**config.mk**
```make
export PLATFORM = sky130hd
export DESIGN_NAME = alu_exec_pipe_flat
export DESIGN_NICKNAME = d
export VERILOG_FILES = /design/src/rtl/alu_exec_pipe_if.sv /design/src/rtl/alu_exec_pipe.sv /design/src/flat_wrapper.sv
export SDC_FILE = /design/constraint.sdc
export NUM_CORES = 1
export LEC_CHECK = 0
export CORE_UTILIZATION = 30
export DETAILED_ROUTE_END_ITERATION = 6
export GPL_TIMING_DRIVEN = 1
export PLACE_DENSITY = 0.54
export SLEW_MARGIN = 20
export SYNTH_ARGS = -nofsm -noshare
export SYNTH_HDL_FRONTEND = slang
export SYNTH_SLANG_ARGS = --single-unit
```
**constraint.sdc**
```tcl
create_clock -name clk -period 5.1 [get_ports clk]
set_input_delay 1.02 -clock clk [delete_from_list [all_inputs] [get_ports clk]]
set_output_delay 1.02 -clock clk [all_outputs]
set_load 0.005 [all_outputs]
```
**src/rtl/alu_exec_pipe_if.sv**
```systemverilog
// alu_exec_pipe_if: issue, PRF read and writeback signals of the ALU execution pipe
interface alu_exec_pipe_if #(
  parameter int PHYS_REG_BITS = 7,
  parameter int ROB_TAG_BITS  = 4,
  parameter int XLEN          = 32
);
  logic                     issue_en;
  logic                     eu_ready;
  logic [PHYS_REG_BITS-1:0] issue_prs1;
  logic [PHYS_REG_BITS-1:0] issue_prs2;
  logic [PHYS_REG_BITS-1:0] issue_prd;
  logic [ROB_TAG_BITS-1:0]  issue_rob_tag;
  logic [XLEN-1:0]          issue_pc;
  logic [XLEN-1:0]          issue_imm;
  logic                     issue_alu_src;
  logic [3:0]               issue_alu_ctrl;
  logic                     issue_reg_write;
  logic [PHYS_REG_BITS-1:0] prf_raddr1;
  logic [PHYS_REG_BITS-1:0] prf_raddr2;
  logic [XLEN-1:0]          prf_rdata1;
  logic [XLEN-1:0]          prf_rdata2;
  logic                     wb_valid;
  logic                     wb_ready;
  logic [PHYS_REG_BITS-1:0] wb_prd;
  logic [XLEN-1:0]          wb_data;
  logic [ROB_TAG_BITS-1:0]  wb_rob_tag;
  logic                     wb_reg_write;
  logic                     wb_en;
  logic                     flush;
  modport master (
    output issue_en, issue_prs1, issue_prs2, issue_prd, issue_rob_tag, issue_pc, issue_imm,
           issue_alu_src, issue_alu_ctrl, issue_reg_write, prf_rdata1, prf_rdata2, wb_ready, flush,
    input  eu_ready, prf_raddr1, prf_raddr2, wb_valid, wb_prd, wb_data, wb_rob_tag, wb_reg_write, wb_en
  );
  modport slave (
    input  issue_en, issue_prs1, issue_prs2, issue_prd, issue_rob_tag, issue_pc, issue_imm,
           issue_alu_src, issue_alu_ctrl, issue_reg_write, prf_rdata1, prf_rdata2, wb_ready, flush,
    output eu_ready, prf_raddr1, prf_raddr2, wb_valid, wb_prd, wb_data, wb_rob_tag, wb_reg_write, wb_en
  );
endinterface

```
**src/rtl/alu_exec_pipe.sv**
```systemverilog
// alu_exec_pipe: 3-stage (RR, EX, WB) integer execution unit with issue and writeback handshakes
module alu_exec_pipe #(
  parameter int PHYS_REG_BITS = 7,
  parameter int ROB_TAG_BITS  = 4,
  parameter int XLEN          = 32
) (
  input logic           clk,
  input logic           rst_n,
  alu_exec_pipe_if.slave bus
);
  typedef struct packed {
    logic [PHYS_REG_BITS-1:0] prs1;
    logic [PHYS_REG_BITS-1:0] prs2;
    logic [PHYS_REG_BITS-1:0] prd;
    logic [ROB_TAG_BITS-1:0]  tag;
    logic [XLEN-1:0]          pc;
    logic [XLEN-1:0]          imm;
    logic                     src;
    logic [3:0]               ctrl;
    logic                     rw;
  } rr_t;
  typedef struct packed {
    logic [PHYS_REG_BITS-1:0] prd;
    logic [ROB_TAG_BITS-1:0]  tag;
    logic [XLEN-1:0]          pc;
    logic [XLEN-1:0]          imm;
    logic                     src;
    logic [3:0]               ctrl;
    logic                     rw;
    logic [XLEN-1:0]          rs1;
    logic [XLEN-1:0]          rs2;
  } ex_t;
  typedef struct packed {
    logic [PHYS_REG_BITS-1:0] prd;
    logic [XLEN-1:0]          data;
    logic [ROB_TAG_BITS-1:0]  tag;
    logic                     rw;
  } wb_t;
  logic rr_v_q, rr_v_d, ex_v_q, ex_v_d, wb_v_q, wb_v_d;
  rr_t rr_q, rr_d, issue;
  ex_t ex_q, ex_d;
  wb_t wb_q, wb_d;
  logic adv_wb, adv_ex, adv_rr, accept;
  logic [XLEN-1:0] op_b, alu_res;
  logic [4:0] shamt;
  assign adv_wb = ~wb_v_q | bus.wb_ready;
  assign adv_ex = ~ex_v_q | adv_wb;
  assign adv_rr = ~rr_v_q | adv_ex;
  assign bus.eu_ready = adv_rr & ~bus.flush;
  assign accept = bus.issue_en & bus.eu_ready;
  assign issue = '{prs1: bus.issue_prs1, prs2: bus.issue_prs2, prd: bus.issue_prd,
                   tag: bus.issue_rob_tag, pc: bus.issue_pc, imm: bus.issue_imm,
                   src: bus.issue_alu_src, ctrl: bus.issue_alu_ctrl, rw: bus.issue_reg_write};
  assign op_b  = ex_q.src ? ex_q.imm : ex_q.rs2;
  assign shamt = op_b[4:0];
  always_comb begin
    alu_res = '0;
    case (ex_q.ctrl)
      4'd0:  alu_res = ex_q.rs1 + op_b;
      4'd1:  alu_res = ex_q.rs1 - op_b;
      4'd2:  alu_res = ex_q.rs1 << shamt;
      4'd3:  alu_res = XLEN'($signed(ex_q.rs1) < $signed(op_b));
      4'd4:  alu_res = XLEN'(ex_q.rs1 < op_b);
      4'd5:  alu_res = ex_q.rs1 ^ op_b;
      4'd6:  alu_res = ex_q.rs1 >> shamt;
      4'd7:  alu_res = $signed(ex_q.rs1) >>> shamt;
      4'd8:  alu_res = ex_q.rs1 | op_b;
      4'd9:  alu_res = ex_q.rs1 & op_b;
      4'd10: alu_res = op_b;
      4'd11: alu_res = ex_q.pc + ex_q.imm;
      default: alu_res = '0;
    endcase
  end
  // Flush wins over advance; a stage that moves on with nothing behind it takes a bubble.
  always_comb begin
    rr_v_d = bus.flush ? 1'b0 : adv_rr ? bus.issue_en : rr_v_q;
    ex_v_d = bus.flush ? 1'b0 : adv_ex ? rr_v_q : ex_v_q;
    wb_v_d = bus.flush ? 1'b0 : adv_wb ? ex_v_q : wb_v_q;
    rr_d   = accept ? issue : rr_q;
    ex_d   = (adv_ex & rr_v_q)
           ? '{prd: rr_q.prd, tag: rr_q.tag, pc: rr_q.pc, imm: rr_q.imm, src: rr_q.src,
               ctrl: rr_q.ctrl, rw: rr_q.rw, rs1: bus.prf_rdata1, rs2: bus.prf_rdata2}
           : ex_q;
    wb_d   = (adv_wb & ex_v_q)
           ? '{prd: ex_q.prd, data: alu_res, tag: ex_q.tag, rw: ex_q.rw & (|ex_q.prd)}
           : wb_q;
  end
  always_ff @(posedge clk or negedge rst_n) begin
    if (!rst_n) begin
      rr_v_q <= 1'b0;
      ex_v_q <= 1'b0;
      wb_v_q <= 1'b0;
      rr_q   <= '0;
      ex_q   <= '0;
      wb_q   <= '0;
    end else begin
      rr_v_q <= rr_v_d;
      ex_v_q <= ex_v_d;
      wb_v_q <= wb_v_d;
      rr_q   <= rr_d;
      ex_q   <= ex_d;
      wb_q   <= wb_d;
    end
  end
  assign bus.prf_raddr1   = rr_q.prs1;
  assign bus.prf_raddr2   = rr_q.prs2;
  assign bus.wb_valid     = wb_v_q;
  assign bus.wb_prd       = wb_q.prd;
  assign bus.wb_data      = wb_q.data;
  assign bus.wb_rob_tag   = wb_q.tag;
  assign bus.wb_reg_write = wb_q.rw;
  assign bus.wb_en        = wb_v_q & bus.wb_ready;
endmodule

```
**src/flat_wrapper.sv**
```systemverilog
// flat-port wrapper written by rule: the top's interface ports become plain ports
module alu_exec_pipe_flat 
#(
  parameter int PHYS_REG_BITS = 7,
  parameter int ROB_TAG_BITS  = 4,
  parameter int XLEN          = 32
)
  (clk, rst_n, bus_issue_en, bus_issue_prs1, bus_issue_prs2, bus_issue_prd, bus_issue_rob_tag, bus_issue_pc, bus_issue_imm, bus_issue_alu_src, bus_issue_alu_ctrl, bus_issue_reg_write, bus_prf_rdata1, bus_prf_rdata2, bus_wb_ready, bus_flush, bus_eu_ready, bus_prf_raddr1, bus_prf_raddr2, bus_wb_valid, bus_wb_prd, bus_wb_data, bus_wb_rob_tag, bus_wb_reg_write, bus_wb_en);
  alu_exec_pipe_if #(.PHYS_REG_BITS(PHYS_REG_BITS), .ROB_TAG_BITS(ROB_TAG_BITS), .XLEN(XLEN)) bus_i ();
  input logic clk;
  input logic rst_n;
  input wire logic [$bits(bus_i.issue_en)-1:0] bus_issue_en;
  input wire logic [$bits(bus_i.issue_prs1)-1:0] bus_issue_prs1;
  input wire logic [$bits(bus_i.issue_prs2)-1:0] bus_issue_prs2;
  input wire logic [$bits(bus_i.issue_prd)-1:0] bus_issue_prd;
  input wire logic [$bits(bus_i.issue_rob_tag)-1:0] bus_issue_rob_tag;
  input wire logic [$bits(bus_i.issue_pc)-1:0] bus_issue_pc;
  input wire logic [$bits(bus_i.issue_imm)-1:0] bus_issue_imm;
  input wire logic [$bits(bus_i.issue_alu_src)-1:0] bus_issue_alu_src;
  input wire logic [$bits(bus_i.issue_alu_ctrl)-1:0] bus_issue_alu_ctrl;
  input wire logic [$bits(bus_i.issue_reg_write)-1:0] bus_issue_reg_write;
  input wire logic [$bits(bus_i.prf_rdata1)-1:0] bus_prf_rdata1;
  input wire logic [$bits(bus_i.prf_rdata2)-1:0] bus_prf_rdata2;
  input wire logic [$bits(bus_i.wb_ready)-1:0] bus_wb_ready;
  input wire logic [$bits(bus_i.flush)-1:0] bus_flush;
  output wire logic [$bits(bus_i.eu_ready)-1:0] bus_eu_ready;
  output wire logic [$bits(bus_i.prf_raddr1)-1:0] bus_prf_raddr1;
  output wire logic [$bits(bus_i.prf_raddr2)-1:0] bus_prf_raddr2;
  output wire logic [$bits(bus_i.wb_valid)-1:0] bus_wb_valid;
  output wire logic [$bits(bus_i.wb_prd)-1:0] bus_wb_prd;
  output wire logic [$bits(bus_i.wb_data)-1:0] bus_wb_data;
  output wire logic [$bits(bus_i.wb_rob_tag)-1:0] bus_wb_rob_tag;
  output wire logic [$bits(bus_i.wb_reg_write)-1:0] bus_wb_reg_write;
  output wire logic [$bits(bus_i.wb_en)-1:0] bus_wb_en;
  assign bus_i.issue_en = bus_issue_en;
  assign bus_i.issue_prs1 = bus_issue_prs1;
  assign bus_i.issue_prs2 = bus_issue_prs2;
  assign bus_i.issue_prd = bus_issue_prd;
  assign bus_i.issue_rob_tag = bus_issue_rob_tag;
  assign bus_i.issue_pc = bus_issue_pc;
  assign bus_i.issue_imm = bus_issue_imm;
  assign bus_i.issue_alu_src = bus_issue_alu_src;
  assign bus_i.issue_alu_ctrl = bus_issue_alu_ctrl;
  assign bus_i.issue_reg_write = bus_issue_reg_write;
  assign bus_i.prf_rdata1 = bus_prf_rdata1;
  assign bus_i.prf_rdata2 = bus_prf_rdata2;
  assign bus_i.wb_ready = bus_wb_ready;
  assign bus_i.flush = bus_flush;
  assign bus_eu_ready = bus_i.eu_ready;
  assign bus_prf_raddr1 = bus_i.prf_raddr1;
  assign bus_prf_raddr2 = bus_i.prf_raddr2;
  assign bus_wb_valid = bus_i.wb_valid;
  assign bus_wb_prd = bus_i.wb_prd;
  assign bus_wb_data = bus_i.wb_data;
  assign bus_wb_rob_tag = bus_i.wb_rob_tag;
  assign bus_wb_reg_write = bus_i.wb_reg_write;
  assign bus_wb_en = bus_i.wb_en;
  alu_exec_pipe #(.PHYS_REG_BITS(PHYS_REG_BITS), .ROB_TAG_BITS(ROB_TAG_BITS), .XLEN(XLEN)) u_core (.clk(clk), .rst_n(rst_n), .bus(bus_i));
endmodule
```
---- Yosys cells after proc, flatten, opt, wreduce, memory -nomap -nowiden ----
Index checks and enable logic that the tools add are counted.
storage, ports and cells
  word-level logic and storage cells ...... 73
  memories kept ........................... 0
  bits in latches ......................... 0
  bits in read-only memories .............. 0
  input port bits ......................... 164
  memory bits (writable) .................. 0
  register bits after elaboration ......... 287
  output and inout port bits .............. 61
operators by class
  div/mod/pow operators ................... 0
  bitwise logic cells ..................... 16
  reduce and logical (&&, ||, !) cells .... 5
  equality and inequality tests ........... 11
  magnitude comparators ................... 2
  $add $sub $neg .......................... 3
  multiplexer cells ....................... 8
  shifts and indexed selects .............. 3
  multiply operators ...................... 0
operator list
  operator            count
  $pmux 32 s12        1
  $add 32x32->32      2
  $lt 32x32->1        2
  $and 32x32->32      1
  $mux 32             1
  $or 32x32->32       1
  $shl 32x5->32       1
  $shr 32x5->32       1
  $sshr 32x5->32      1
  $sub 32x32->32      1
  $xor 32x32->32      1
  $eq 4x3->1 const B  4
  $eq 4x4->1 const B  4
  $eq 4x2->1 const B  2
  $reduce_or 7->1     1
  $and 1x1->1         6
  $mux 1              6
  $reduce_bool 2->1   3
  $eq 4x1->1 const B  1
  $logic_not 4->1     1
  $not 1->1           4
  $or 1x1->1          3

---- Logic depth before layout (Yosys ltp) ----
  depth in word-level cells ............... 6
  gate-level depth with buffers ........... 16
  gate-level depth less buffers ........... 13

---- Worst setup path before layout ----
Ideal clock, no wire load.
  kind .................................... register to register
  from .................................... register u_core.ex_q[69] (netlist bit)
  to ...................................... register u_core.wb_q (netlist bit u_core.bus.wb_data[26])
  period minus slack after synthesis ...... 4.367 ns
  library setup time ...................... 0.126 ns
  setup slack ............................. 0.733 ns
  cell stages (with the launch flop) ...... 15
  data required time ...................... 4.974 ns
  path buffers ............................ 4
  data arrival time ....................... 4.241 ns
  path through ............................ dfrtp_1 > buf_6 > mux2i_4 > clkbuf_1 > clkbuf_1 > buf_1 > ha_1 > a211oi_1 > o211ai_1 > a41o_1 > a41o_1 > a211oi_1 > o21bai_1 > a221o_1 > a221o_1
between the ends
  longest elaborated chain between the ends .. 3
  elaborated cells between the ends (all ways) .. 10
  those cells by class .................... 2 x add/sub; 3 x shift; 2 x mux; 3 x bitwise
RTL lines
  item                                          line                  RTL
  start, declared                               alu_exec_pipe.sv:41   ex_t ex_q, ex_d;
  start signal, assigned                        alu_exec_pipe.sv:94   ex_q <= '0;
  start signal, assigned                        alu_exec_pipe.sv:101  ex_q <= ex_d;
  $mux 32 (*)                                   alu_exec_pipe.sv:54   assign op_b = ex_q.src ? ex_q.imm : ex_q.rs2;
  $sub 32x32->32, or another cell as far along  alu_exec_pipe.sv:60   4'd1: alu_res = ex_q.rs1 - op_b;
  $pmux 32 s12 (*)                              alu_exec_pipe.sv:58   case (ex_q.ctrl)
  end signal, assigned                          alu_exec_pipe.sv:102  wb_q <= wb_d;
  end, declared                                 alu_exec_pipe.sv:42   wb_t wb_q, wb_d;
Mark *: on every way between the ends. The rest lies on a longest branch, timed or not.
A chain may end at the register's enable or synchronous reset.

---- Worst setup path in the final report ----
Same ends and word-level chain as after synthesis.

==> flow_summary.ini <==
[floorplan]
die_x_um = 274
die_h_um = 274
start_util_pct = 30.4
io_pins = 225
num_rows = 99
core-area_um2 = 73000
die_area_um2 = 74900

[yosys]
synthArstFlopShare_pct = 100
synth-seq-cells = 287
synth_edf_count = 0
syn_inst = 2320
yosysWarnings = 0
synthFlopType = dfrtp_1
synth.distinct_cells = 80
netlist_area_um2 = 22100
syn-num-nets = 2627
ys_seq_area_share_pct = 32.4
avgSynthCellArea_um2 = 9.55

[clock_network]
path_clk_slew_ps = 70
postCtsHoldBufs = 0
cts_tree = yes
cts_root_buffer = clkbuf_16
post_cts_resized = 0
cts_made_buffers = 36
clkLatencyLatePin_ps = 590
post_cts_buffers = 0
cts.sinks = 287
cts_buffer_depth = 3
cts_max_level = 2

[place]
dp.cells = 3430
gp_congestion = 1.02
numPortBuffers = 224
dpl.hpwl_um = 72000

[worst_setup_path]
r2r_setup_slack_ps = 560
critPathLaunchType = flip-flop
end_kind = flip-flop
slowest_stage = dfrtp_2
worstSetupEndpoint = u_core.bus.wb_data[26]
r2r_start = u_core.ex_q[69]
worstPathCellList = mux2i_4, inv_4, ha_1, fa_1, a211oi_1, o211ai_1, a41o_1, a41o_1, a211oi_1, o21bai_1, a221o_1, a221o_1
crit_type = flip-flop to flip-flop
worstPathArrival_ps = 5020
cp.required_ps = 5570
slowest_delay_ps = 610
critPathMaxFanout = 11
crit_path_start = u_core.ex_q[69]
r2r-end = u_core.bus.wb_data[26]
r2r_cells = 12

[power]
p_seq_share_pct = 23.1
power_density_nw_per_um2 = 513
switching_power_mw = 6.40
p_sw_share_pct = 46.1
max-vdd-ir-drop_mv = 0.271
p_clk_share_pct = 20.6
combPwrFrac_pct = 56.3
leakagePower_nw = 11.4
p_int_mw = 7.48

[timing]
maxSlewViolCount = 0
rsz0062_at_grt = false
slew_headroom_pct = 37.3
finalSetupTns_ps = 0
fmax_mhz = 220
hold_viol = 0
fin_crit_sh_pct = 89.1
clock-skew-final_ps = 32.4
finalSetupViolCount = 0
max_slew.worst_pin.slew_ps = 937
layout_min_cycle_time_ps = 4540

[hold_path]
hp-class = primary input to async pin

[final_layout]
final_net_count = 2816
drive_gt1_share_pct = 19.3
fin_cells = 3497
syn2layout_area_growth_pct = 22.1
fillers = 7248
layout_commonest_cell = dfrtp_1
layout_common_cells = 286 x dfrtp_1, 271 x mux2_2, 223 x clkdlybuf4s50_1

[status]
status = completed

[routing]
routed-via-count = 20500
drt_iter0_markers = 2045
wl_um = 94500
wl_per_cell_um = 27.0
ant_nets = 0
vias_per_cell = 5.86
drc_errors = 0
dr.pass1.iters = 5

[grt]
grt_pass1_wl_um = 139000
grt_max_degree = 93
grt_pass1_vias = 20500
grt_usage_pct = 24.9
grt_overflow = 0
antenna_found_initial = 5

[job]
drv_cap = 0
worst min path at each step:
stage,start,end,slack [ps],cells past startpoint
floorplan,u_core.bus.wb_data[10],u_core.bus.wb_data[10],470,2
global placement,u_core.rr_q[78],u_core.ex_q[142],480,1
detailed placement,u_core.bus.wb_data[1],u_core.bus.wb_data[1],490,2
CTS,rst_n,u_core.bus.wb_data[25],440,1
global route,rst_n,u_core.ex_q[6],460,1
finish,rst_n,u_core.ex_q[0],430,1
cells in the mapped netlist, drive strengths merged (15+ instances only):
master	number	area (um2)
mux2i	101	1060
inv	114	430
nor2	154	578
nor2b	16	100
o21ai	111	556
o21bai	22	165
a22oi	23	173
nand2	162	608
o22ai	34	213
a211oi	34	255
mux4	37	837
a31oi	26	163
a221oi	30	263
mux2	271	3050
xnor2	27	236
nand2b	18	113
buf	48	270
a21o	40	300
nor3	34	170
a21oi	176	881
dfrtp	287	7180
o211ai	37	278
nand3	39	195
clkbuf	113	424
o221ai	17	149
ha	140	1750
nor4	15	93.8
flip-flops by register name, indices dropped and copies added (netlist names):
| signal | flops |
|---|---|
| u_core.ex_q | 145 |
| u_core.rr_q | 81 |
| u_core.bus.wb_data | 32 |
| u_core.bus.prf_raddr1 | 7 |
| u_core.bus.prf_raddr2 | 7 |
| u_core.bus.wb_prd | 7 |
| u_core.bus.wb_rob_tag | 4 |
| u_core.bus.wb_reg_write | 1 |
| u_core.bus.wb_valid | 1 |
| u_core.ex_v_q | 1 |
| u_core.rr_v_q | 1 |
final cells by class:
type                       instances  area [um2]  area share, %
antenna                            1        2.50        0.00925
multi-input combinational       1757       13900           51.5
timing repair buffer             312        2960           10.9
clock inverter                    18         335           1.24
inverter                         115         434           1.61
tap                              959        1200           4.44
sequential                       287        7180           26.6
clock buffer                      48        1010           3.72
critical path, delay by kind of cell (launching register included):
family,cells,cell delay (ps)
AO/OA/AOI/OAI,8,2670
multiplexers,1,390
flip-flops,1,610
buffers and inverters,1,60
adder cells (fa/ha/maj),2,710
per-layer routing:
metal	part of all wire, %	vias up	global-route usage (%)
met3	8.2	199	5.21
met2	45	1037	39.2
met1	43	10200	33.3
met5	0.036	-	0
met4	3.9	6	9.39
li1	-	9024	-
cell families after synthesis:
family | count (synthesis) | synth area share (%)
xor gates and xnor gates | 40 | 1.58
and+or+nand+nor | 496 | 10.1
adders and majority gates | 143 | 8.18
buffers and inverters | 276 | 5.10
DFF | 287 | 32.4
muxes | 409 | 22.4
AOI/OAI and AO/OA | 669 | 20.2
power by group through the flow:
stage          clock, mW  sequential [mW]  combinational (mW)
4_1_cts             2.94             3.21                7.65
2_1_floorplan          0             3.04                4.88
6_report            2.86             3.21                7.81
3_5_place_dp           0             3.25                7.61
3_3_place_gp           0             3.24                7.61
5_1_grt             3.03             3.26                8.32
stage by stage:
step	worst slack (ps)	hold WS [ps]	power, mW	utilization (%)	cell area (um2)
after CTS	649	445	13.8	37.1	27000
after detailed placement	684	488	10.9	35.2	25700
after floorplan	733	473	7.92	-	22100
after global placement	694	482	10.8	35.2	25700
after global routing	433	460	14.6	37.1	27000
final	558	429	13.9	37.1	27000
Power figures use the tool's default switching activity.
